--- src/rtl/dac_sample_fifo_feeder.sv ---
// Stereo sample FIFO between the tone/sample generator and the WM8731 codec.
// Frames {L,R} are buffered in a circular store. Frames are handed to the codec
// on its per-channel TRIG pulses. Playback waits until enough frames are primed,
// mutes and counts on underrun, then re-primes automatically.
module dac_sample_fifo_feeder #(
  parameter int unsigned DATA_WIDTH  = 16,
  parameter int unsigned DEPTH_LOG2  = 4,
  parameter int unsigned PRIME_LEVEL = 8
) (
  input  logic                  CLK,
  input  logic                  RESET,
  input  logic                  IN_VALID,
  output logic                  IN_READY,
  input  logic [DATA_WIDTH-1:0] IN_LCHAN_DATA,
  input  logic [DATA_WIDTH-1:0] IN_RCHAN_DATA,
  input  logic                  DAC_LCHAN_TRIG,
  input  logic                  DAC_RCHAN_TRIG,
  output logic [DATA_WIDTH-1:0] DAC_LCHAN_DATA,
  output logic [DATA_WIDTH-1:0] DAC_RCHAN_DATA,
  output logic [DEPTH_LOG2:0]   FIFO_COUNT,
  output logic                  UNDERRUN,
  output logic [15:0]           UNDERRUN_COUNT,
  output logic                  PLAYING
);

  localparam int unsigned DEPTH   = 1 << DEPTH_LOG2;
  localparam int unsigned CNT_W   = DEPTH_LOG2 + 1;
  localparam int unsigned FRAME_W = 2 * DATA_WIDTH;
  localparam int unsigned UCNT_W  = 16;

  typedef enum logic [0:0] {
    ST_PRIME = 1'b0,
    ST_RUN   = 1'b1
  } state_t;

  state_t state;
  state_t next_state;

  logic [FRAME_W-1:0]    mem [DEPTH];
  logic [DEPTH_LOG2-1:0] wr_ptr;
  logic [DEPTH_LOG2-1:0] rd_ptr;
  logic [FRAME_W-1:0]    rd_frame;
  logic [DATA_WIDTH-1:0] pend_r;

  logic fifo_full;
  logic fifo_empty;
  logic primed;
  logic push;
  logic pop;
  logic l_zero;
  logic underrun_evt;

  // Occupancy flags all derive from the registered count, so a frame pushed
  // into an empty FIFO cannot be popped in the same cycle.
  assign fifo_full  = (FIFO_COUNT == CNT_W'(DEPTH));
  assign fifo_empty = (FIFO_COUNT == '0);
  assign primed     = (FIFO_COUNT >= CNT_W'(PRIME_LEVEL));

  // Generator handshake; held low throughout reset.
  assign IN_READY = !RESET && !fifo_full;
  assign push     = IN_VALID && IN_READY;

  assign rd_frame = mem[rd_ptr];

  // State register.
  always_ff @(posedge CLK) begin
    if (RESET) begin
      state <= ST_PRIME;
    end else begin
      state <= next_state;
    end
  end

  // Next-state logic: prime until the threshold, fall back to prime on underrun.
  always_comb begin
    next_state = state;
    unique case (state)
      ST_PRIME: begin
        if (primed) begin
          next_state = ST_RUN;
        end
      end
      ST_RUN: begin
        if (DAC_LCHAN_TRIG && fifo_empty) begin
          next_state = ST_PRIME;
        end
      end
      default: next_state = ST_PRIME;
    endcase
  end

  // Per-state decode of the left-channel request into pop / mute / underrun.
  always_comb begin
    pop          = 1'b0;
    l_zero       = 1'b0;
    underrun_evt = 1'b0;
    unique case (state)
      ST_PRIME: begin
        l_zero = DAC_LCHAN_TRIG;
      end
      ST_RUN: begin
        if (DAC_LCHAN_TRIG) begin
          if (fifo_empty) begin
            l_zero       = 1'b1;
            underrun_evt = 1'b1;
          end else begin
            pop = 1'b1;
          end
        end
      end
      default: begin
        pop          = 1'b0;
        l_zero       = 1'b0;
        underrun_evt = 1'b0;
      end
    endcase
  end

  // Frame storage; contents need no reset since the pointers define validity.
  always_ff @(posedge CLK) begin
    if (push) begin
      mem[wr_ptr] <= {IN_LCHAN_DATA, IN_RCHAN_DATA};
    end
  end

  // Circular pointers wrap naturally at 2**DEPTH_LOG2.
  always_ff @(posedge CLK) begin
    if (RESET) begin
      wr_ptr <= '0;
      rd_ptr <= '0;
    end else begin
      if (push) begin
        wr_ptr <= wr_ptr + DEPTH_LOG2'(1);
      end
      if (pop) begin
        rd_ptr <= rd_ptr + DEPTH_LOG2'(1);
      end
    end
  end

  // Registered occupancy; simultaneous push and pop leave it unchanged.
  always_ff @(posedge CLK) begin
    if (RESET) begin
      FIFO_COUNT <= '0;
    end else begin
      unique case ({push, pop})
        2'b10:   FIFO_COUNT <= FIFO_COUNT + CNT_W'(1);
        2'b01:   FIFO_COUNT <= FIFO_COUNT - CNT_W'(1);
        default: FIFO_COUNT <= FIFO_COUNT;
      endcase
    end
  end

  // Codec sample path; R always takes the pending value from before this edge's pop.
  always_ff @(posedge CLK) begin
    if (RESET) begin
      DAC_LCHAN_DATA <= '0;
      DAC_RCHAN_DATA <= '0;
      pend_r         <= '0;
    end else begin
      if (DAC_RCHAN_TRIG) begin
        DAC_RCHAN_DATA <= pend_r;
      end
      if (pop) begin
        DAC_LCHAN_DATA <= rd_frame[FRAME_W-1 -: DATA_WIDTH];
        pend_r         <= rd_frame[DATA_WIDTH-1:0];
      end else if (l_zero) begin
        DAC_LCHAN_DATA <= '0;
        pend_r         <= '0;
      end
    end
  end

  // Underrun pulse and saturating event counter.
  always_ff @(posedge CLK) begin
    if (RESET) begin
      UNDERRUN       <= 1'b0;
      UNDERRUN_COUNT <= '0;
    end else begin
      UNDERRUN <= underrun_evt;
      if (underrun_evt && (UNDERRUN_COUNT != '1)) begin
        UNDERRUN_COUNT <= UNDERRUN_COUNT + UCNT_W'(1);
      end
    end
  end

  // Playback status, registered alongside the state so the two always agree.
  always_ff @(posedge CLK) begin
    if (RESET) begin
      PLAYING <= 1'b0;
    end else begin
      PLAYING <= (next_state == ST_RUN);
    end
  end

endmodule

--- config.mk ---
export PLATFORM = sky130hd
export DESIGN_NAME = dac_sample_fifo_feeder
export DESIGN_NICKNAME = d
export VERILOG_FILES = /design/src/rtl/dac_sample_fifo_feeder.sv
export SDC_FILE = /design/constraint.sdc
export NUM_CORES = 1
export LEC_CHECK = 0
export ABC_AREA = 1
export BUFFER_PORTS_ARGS = -buffer_cell sky130_fd_sc_hd__buf_2
export CORE_UTILIZATION = 25
export DETAILED_ROUTE_END_ITERATION = 12
export PLACE_DENSITY = 0.45
export REMOVE_ABC_BUFFERS = 1
export SLEW_MARGIN = 10
export SYNTH_ARGS = -nofsm -noshare
export SYNTH_HDL_FRONTEND = slang
export SYNTH_SLANG_ARGS = --single-unit
export TNS_END_PERCENT = 50
--- constraint.sdc ---
create_clock -name CLK -period 3.4 [get_ports CLK]
set_input_delay 0.34 -clock CLK [delete_from_list [all_inputs] [get_ports CLK]]
set_output_delay 0.34 -clock CLK [all_outputs]
set_load 0.005 [all_outputs]
; ---- Yosys cells after proc, flatten, opt, wreduce, memory -nomap -nowiden
; Memories as Yosys holds them, arrays and structs flattened. A register that Yosys moved wholly into a read port is not among the register bits.
; Index checks and enable logic that the tools add are counted.
[totals]
regBits = 79
mem_bits_rw = 512
input_bits = 37
out_inout_bits = 56
word_cells = 48
memories = 1
[op_classes]
n_addsub = 5
order_cmp = 1
eq_ne = 4
muxes = 18
bitwise = 1
n_reduce_logical = 9
[mem_list]
columns = name, depth, width, rd, rd_ports_with_merged_regs, write_ports, line_no
row1 = mem, 16, 32, 1, 1, 1, 39  ; logic [FRAME_W-1:0] mem [DEPTH];
[ops]
columns = operator, n
row1 = $mux W16, 3
row2 = $add A16 B1 Y16 const B, 1
row3 = $ne A16 B16 Y1 const B, 1
row4 = $mux W1, 10
row5 = $pmux W5 S2, 1
row6 = $add A4 B1 Y4 const B, 2
row7 = $mux W4, 2
row8 = $add A5 B1 Y5 const B, 1
row9 = $eq A5 B5 Y1 const B, 1
row10 = $ge A5 B4 Y1 const B, 1
row11 = $logic_not A5 Y1, 1
row12 = $sub A5 B1 Y5 const B, 1
row13 = $logic_and A1 B1 Y1, 4
row14 = $pmux W1 S2, 2
row15 = $reduce_bool A2 Y1, 2
row16 = $eq A2 B1 Y1 const B, 1
row17 = $eq A2 B2 Y1 const B, 1
row18 = $logic_not A1 Y1, 2
row19 = $not A1 Y1, 1

; ---- Logic depth before layout (Yosys ltp)
[logic_depth]
ltp_word = 6
ltp_mapped = 16
mapped_depth_nobuf = 16

; ---- Least setup slack after synthesis
; OpenSTA, ideal clock, no wires.
[synth_timing]
path_kind = reg2reg
startpoint = register FIFO_COUNT[0]
endpoint = memory mem[11][0] (netlist name) (enable)
setup_time_ps = 421
arrival_time_ps = 2403
t_required_ps = 2979
path_slack_ps = 576
stages_incl_launch_ff = 7
path_buffers = 0
synth_period_minus_slack_ps = 2824
path_cell_list = dfxtp_1 nor2_1 nand4_1 nand2_1 nor2_1 nand2_1 nor2_1
[synth_via]
elab_chain_cells = 6
[synth_lines]
columns = item, line_no
row1 = "start, declared", 20  ; output logic [DEPTH_LOG2:0] FIFO_COUNT,
row2 = "start signal, assigned", 147  ; 2'b10: FIFO_COUNT <= FIFO_COUNT + CNT_W'(1);
row3 = "start signal, assigned", 148  ; 2'b01: FIFO_COUNT <= FIFO_COUNT - CNT_W'(1);
row4 = $eq A5 B5 Y1, 55  ; assign fifo_full = (FIFO_COUNT == CNT_W'(DEPTH));
row5 = $logic_not A1 Y1, 60  ; assign IN_READY = !RESET && !fifo_full;
row6 = $logic_and A1 B1 Y1, 60
row7 = $logic_and A1 B1 Y1, 61  ; assign push = IN_VALID && IN_READY;
row8 = $mux W1, 121  ; if (push) begin
row9 = $mux W1 (implied by the code), 122  ; mem[wr_ptr] <= {IN_LCHAN_DATA, IN_RCHAN_DATA};
row10 = "end, declared", 39
; Every way passes these cells.

; ---- Worst setup path after layout
[layout_timing]
startpoint = register FIFO_COUNT[0]
endpoint = register FIFO_COUNT[4]
[layout_via]
elab_chain_cells = 6
word_cells_on_any_way = 14
classes_between = 2 x add/sub / 3 x eq/ne / 4 x mux / 5 x reduce/logical
[layout_lines]
columns = item, line_no
row1 = $logic_not A5 Y1 / $eq A5 B5 Y1 (equally long branches), "56, 55"
row2 = $mux W1 / $logic_not A1 Y1 (equally long branches), "103, 60"
row3 = $mux W1 / $logic_and A1 B1 Y1 (equally long branches), "102, 60"
row4 = $mux W1 / $logic_and A1 B1 Y1 (equally long branches), "97, 61"
row5 = $eq A2 B1 Y1 / $eq A2 B2 Y1 (equally long branches), 146  ; unique case ({push, pop})
row6 = $pmux W5 S2 / $reduce_bool A2 Y1 (equally long branches), -
; Several ways; a longest one is shown, not always the timed one.
; A chain may end at the register's enable or synchronous reset.

==> impl_results.md <==
- Leading cell type in the layout, fill and taps excluded: nand2_1
- Die Span X: 309.9 um
- Tightest Pin Transition: 981.3 ps
- Port Buf Inserts: 92
- RSZ-0062 raised after global routing: false
- Sequential share of the synthesized area: 71.87%
- Switch share: 22.51%
- Total power draw: 15.87 mW
- # H-tree levels: 3
- WS Path Type: reg2reg
- Post-cts repair resize count: 0
- Largest family of logic cells by synthesized area: simple AND/OR/NAND/NOR gates
- Clk pin slew, worst setup/hold paths: 50 ps
- Power share of the clock group: 44.5%
- Internal cell power: 12.30 mW
- Post-Syn Area: 23700 um^2
- P_leak: 9.676 nW
- Die footprint: 96050 um^2
- Reg2reg path depth: 16
- Max Slew Vio Count: 0
- Clock Tree Buf Depth: 3
- Share of cells above drive strength 1: 12.61%
- Vias in the first global route: 15510
- Combinational share of power: 4.9%
- Commonest cells after routing, fill and taps aside: nand2_1 (620), edfxtp_1 (512), nand3_1 (493)
- FF+latch count, synth: 595
- Synth Area in Adders: 0.5278%
- Clock root buffer: clkbuf_16
- I/O pin count: 93
- WL met1: 31.92 mm
- Max Cap Viol: 0
- Final Hold Viols: 0
- Rel. slew slack: 34.58%
- Tcrit/Tclk final: 77.66%
- Clk_skew: 25.75 ps
- # nets final: 2206
- Worst EP required: 3840 ps
- Compound-Gate Fraction of Synth Area: 1.937%
- Clock sink total: 595
- Post-CTS Setup Bufs: 0
- ANT nets after route: 0
- Hold Crit Endpoint: UNDERRUN
- Met3 WL: 4.091 mm
- Syn-to-layout area delta: 17.89%
- Sw power: 3.572 mW
- First-pass GRT wire length: 103.1 mm
- Placed insts: 3343
- Arrival @ worst endpoint: 3080 ps
- Non-filler instance count after layout: 3468
- Vias per cell: 4.557
- Startpoint of the worst hold path: DAC_LCHAN_TRIG
- Outcome: finished clean
- Dpl hpwl: 36.93 mm
- Remaining routing DRC violations: 0
- Syn_area_per_cell: 11.45 um^2
- Starting Density: 25.32%
- Post-Route WL: 69.79 mm
- # rows: 112
- Worst skew pair latency: 620 ps
- Die Y: 309.9 um
- Core Area: 93610 um^2
- Crit Path Max Fanout: 7
- R2r endpoint: FIFO_COUNT[4]
- Fmax: 378.7 MHz
- CP Capture Type: flip-flop
- CTS Hold Bufs: 0
- Filler cells: 9670
- Worst vdd ir: 0.3216 mV
- Starting DRT DRC Count: 1111
- Total CTS buffers: 68
- Largest net degree at the start of global routing: 129
- # setup viols final: 0
- RePlAce Congestion: 0.8082
- Total global-route track usage: 14.55%
- Element type at the critical path start: flip-flop
- Total global routing overflow: 0
- Hold Path Class: in2reg
- Simple-gate share of the synthesized area: 21.85%
- Routed length on met2: 32.07 mm
- Seq pwr share: 50.6%
- Yosys cell types: 29
- Crit path time final: 2640 ps
- Reg-to-Reg Start: FIFO_COUNT[0]
- Antenna violations before repair: 11
- Drt wl/cell: 20.12 um
- Hold Path Depth: 3
- Area share of xor/xnor cells in the synthesized design: 0.7020%
- TritonRoute pass-1 iters: 6
- Post-Synthesis Cells: 2070
- Yosys warnings: 0
- Multiplexer area fraction after synthesis: 0%
- DR top layer: met5
- CTS tree: yes
- Pwr dens: 567.9 nW/um^2
- Vias: 15800
- Worst reg2reg setup slack: 760 ps
-- how the worst max path moves through the flow --
stage / slack, ps / depth (start not counted) / from / endpoint
3_3_place_gp: 840 / 17 / RESET / FIFO_COUNT[4]
4_1_cts: 780 / 17 / FIFO_COUNT[0] / FIFO_COUNT[4]
2_1_floorplan: -5770 / 7 / flip-flop / DAC_LCHAN_DATA[0]
5_1_grt: 450 / 17 / FIFO_COUNT[0] / FIFO_COUNT[4]
6_report: 760 / 16 / FIFO_COUNT[0] / FIFO_COUNT[4]
3_5_place_dp: 790 / 17 / RESET / FIFO_COUNT[4]
-- critical path, stage by stage, from the launching register on --
cell	delay [ps]
dfxtp_1	360
nor2_1	160
nand4_1	90
nand2_1	100
nor2_1	60
buf_4	160
inv_1	230
ha_1	340
xor2_1	240
ha_1	190
inv_1	50
nand2_1	90
nand3_1	120
nand3_1	110
nand2_1	60
nand2_1	60
a21oi_1	60
-- power groups by stage --
stage | combinational (mW) | sequential (mW) | clock (mW)
6_report | 0.777 | 8.03 | 7.06
5_1_grt | 0.877 | 8.03 | 7.50
4_1_cts | 0.795 | 8.03 | 7.24
3_5_place_dp | 0.791 | 8.18 | 0
3_3_place_gp | 0.785 | 8.18 | 0
2_1_floorplan | 0.405 | 8.22 | 0
-- cell usage after synthesis --
master      n  area (um^2)
a21boi_0    1        7.510
a21oi_1    48        240.2
a21oi_2     9        78.83
buf_1      21        78.83
buf_2      55        275.3
buf_4       8        60.06
buf_6       3        33.78
buf_8       1        15.01
clkbuf_1   35        131.4
dfxtp_1    83         1662
edfxtp_1  512        15370
ha_1       10        125.1
inv_1      34        127.6
inv_2       4        15.01
nand2_1   620         2327
nand2_2     2        12.51
nand2_4     1        11.26
nand3_1   493         2467
nand3_2     2        20.02
nand3b_1    1        7.510
nand4_1     3        18.77
nor2_1     70        262.8
nor2_2      2        12.51
nor3_1      6        30.03
nor3_2      1        10.01
o21ai_0    25        125.1
o21bai_1    1        7.510
xnor2_1     6        52.55
xor2_1     13        113.9
-- sequential cells by signal, indices dropped and copies added (netlist names), named ones only --
signal,count
PLAYING,1
DAC_RCHAN_DATA,16
UNDERRUN_COUNT,16
pend_r,16
UNDERRUN,1
FIFO_COUNT,5
mem,512
wr_ptr,4
rd_ptr,4
DAC_LCHAN_DATA,16
-- cell type report --
cell class | instances | area (um^2) | area share (%)
well taps | 1254 | 1569 | 5.615
clock buffers | 88 | 1818 | 6.506
clock inverters | 35 | 304.0 | 1.088
flip-flops and latches | 595 | 17050 | 61.00
inverters | 38 | 152.6 | 0.5463
diodes | 2 | 5.005 | 0.01791
repair buffers | 142 | 998.5 | 3.573
multi-input cells | 1314 | 6051 | 21.65
-- routing by layer --
layer / global-route usage, % / up-vias
li1: - / 7446
met1: 19.72 / 7829
met2: 23.44 / 399
met3: 2.793 / 117
met4: 4.433 / 12
met5: 0 / -
-- cells by family (layout without fill, tap and decap cells) --
kind of cell | after synthesis | count (layout)
other | 0 | 2
XOR/XNOR | 19 | 19
flip-flops | 595 | 595
AO/OA/AOI/OAI | 84 | 84
buffers and inverters | 161 | 303
AND/OR/NAND/NOR | 1201 | 1201
adder cells (fa/ha/maj) | 10 | 10
-- stage by stage --
step	util (%)	worst slack, ps	hold slack [ps]	area, um^2	setup TNS [ps]
6_report	29.85	759.6	62.45	27940	0
5_1_grt	29.85	454.4	56.21	27940	0
4_1_cts	29.85	780.1	29.34	27940	0
3_5_place_dp	27.58	791.5	455.4	25820	0
3_3_place_gp	27.58	840.4	454.7	25820	0
2_1_floorplan	-	-5767	402.4	23110	-184550
No activity file was read; power rests on OpenSTA's default activity.
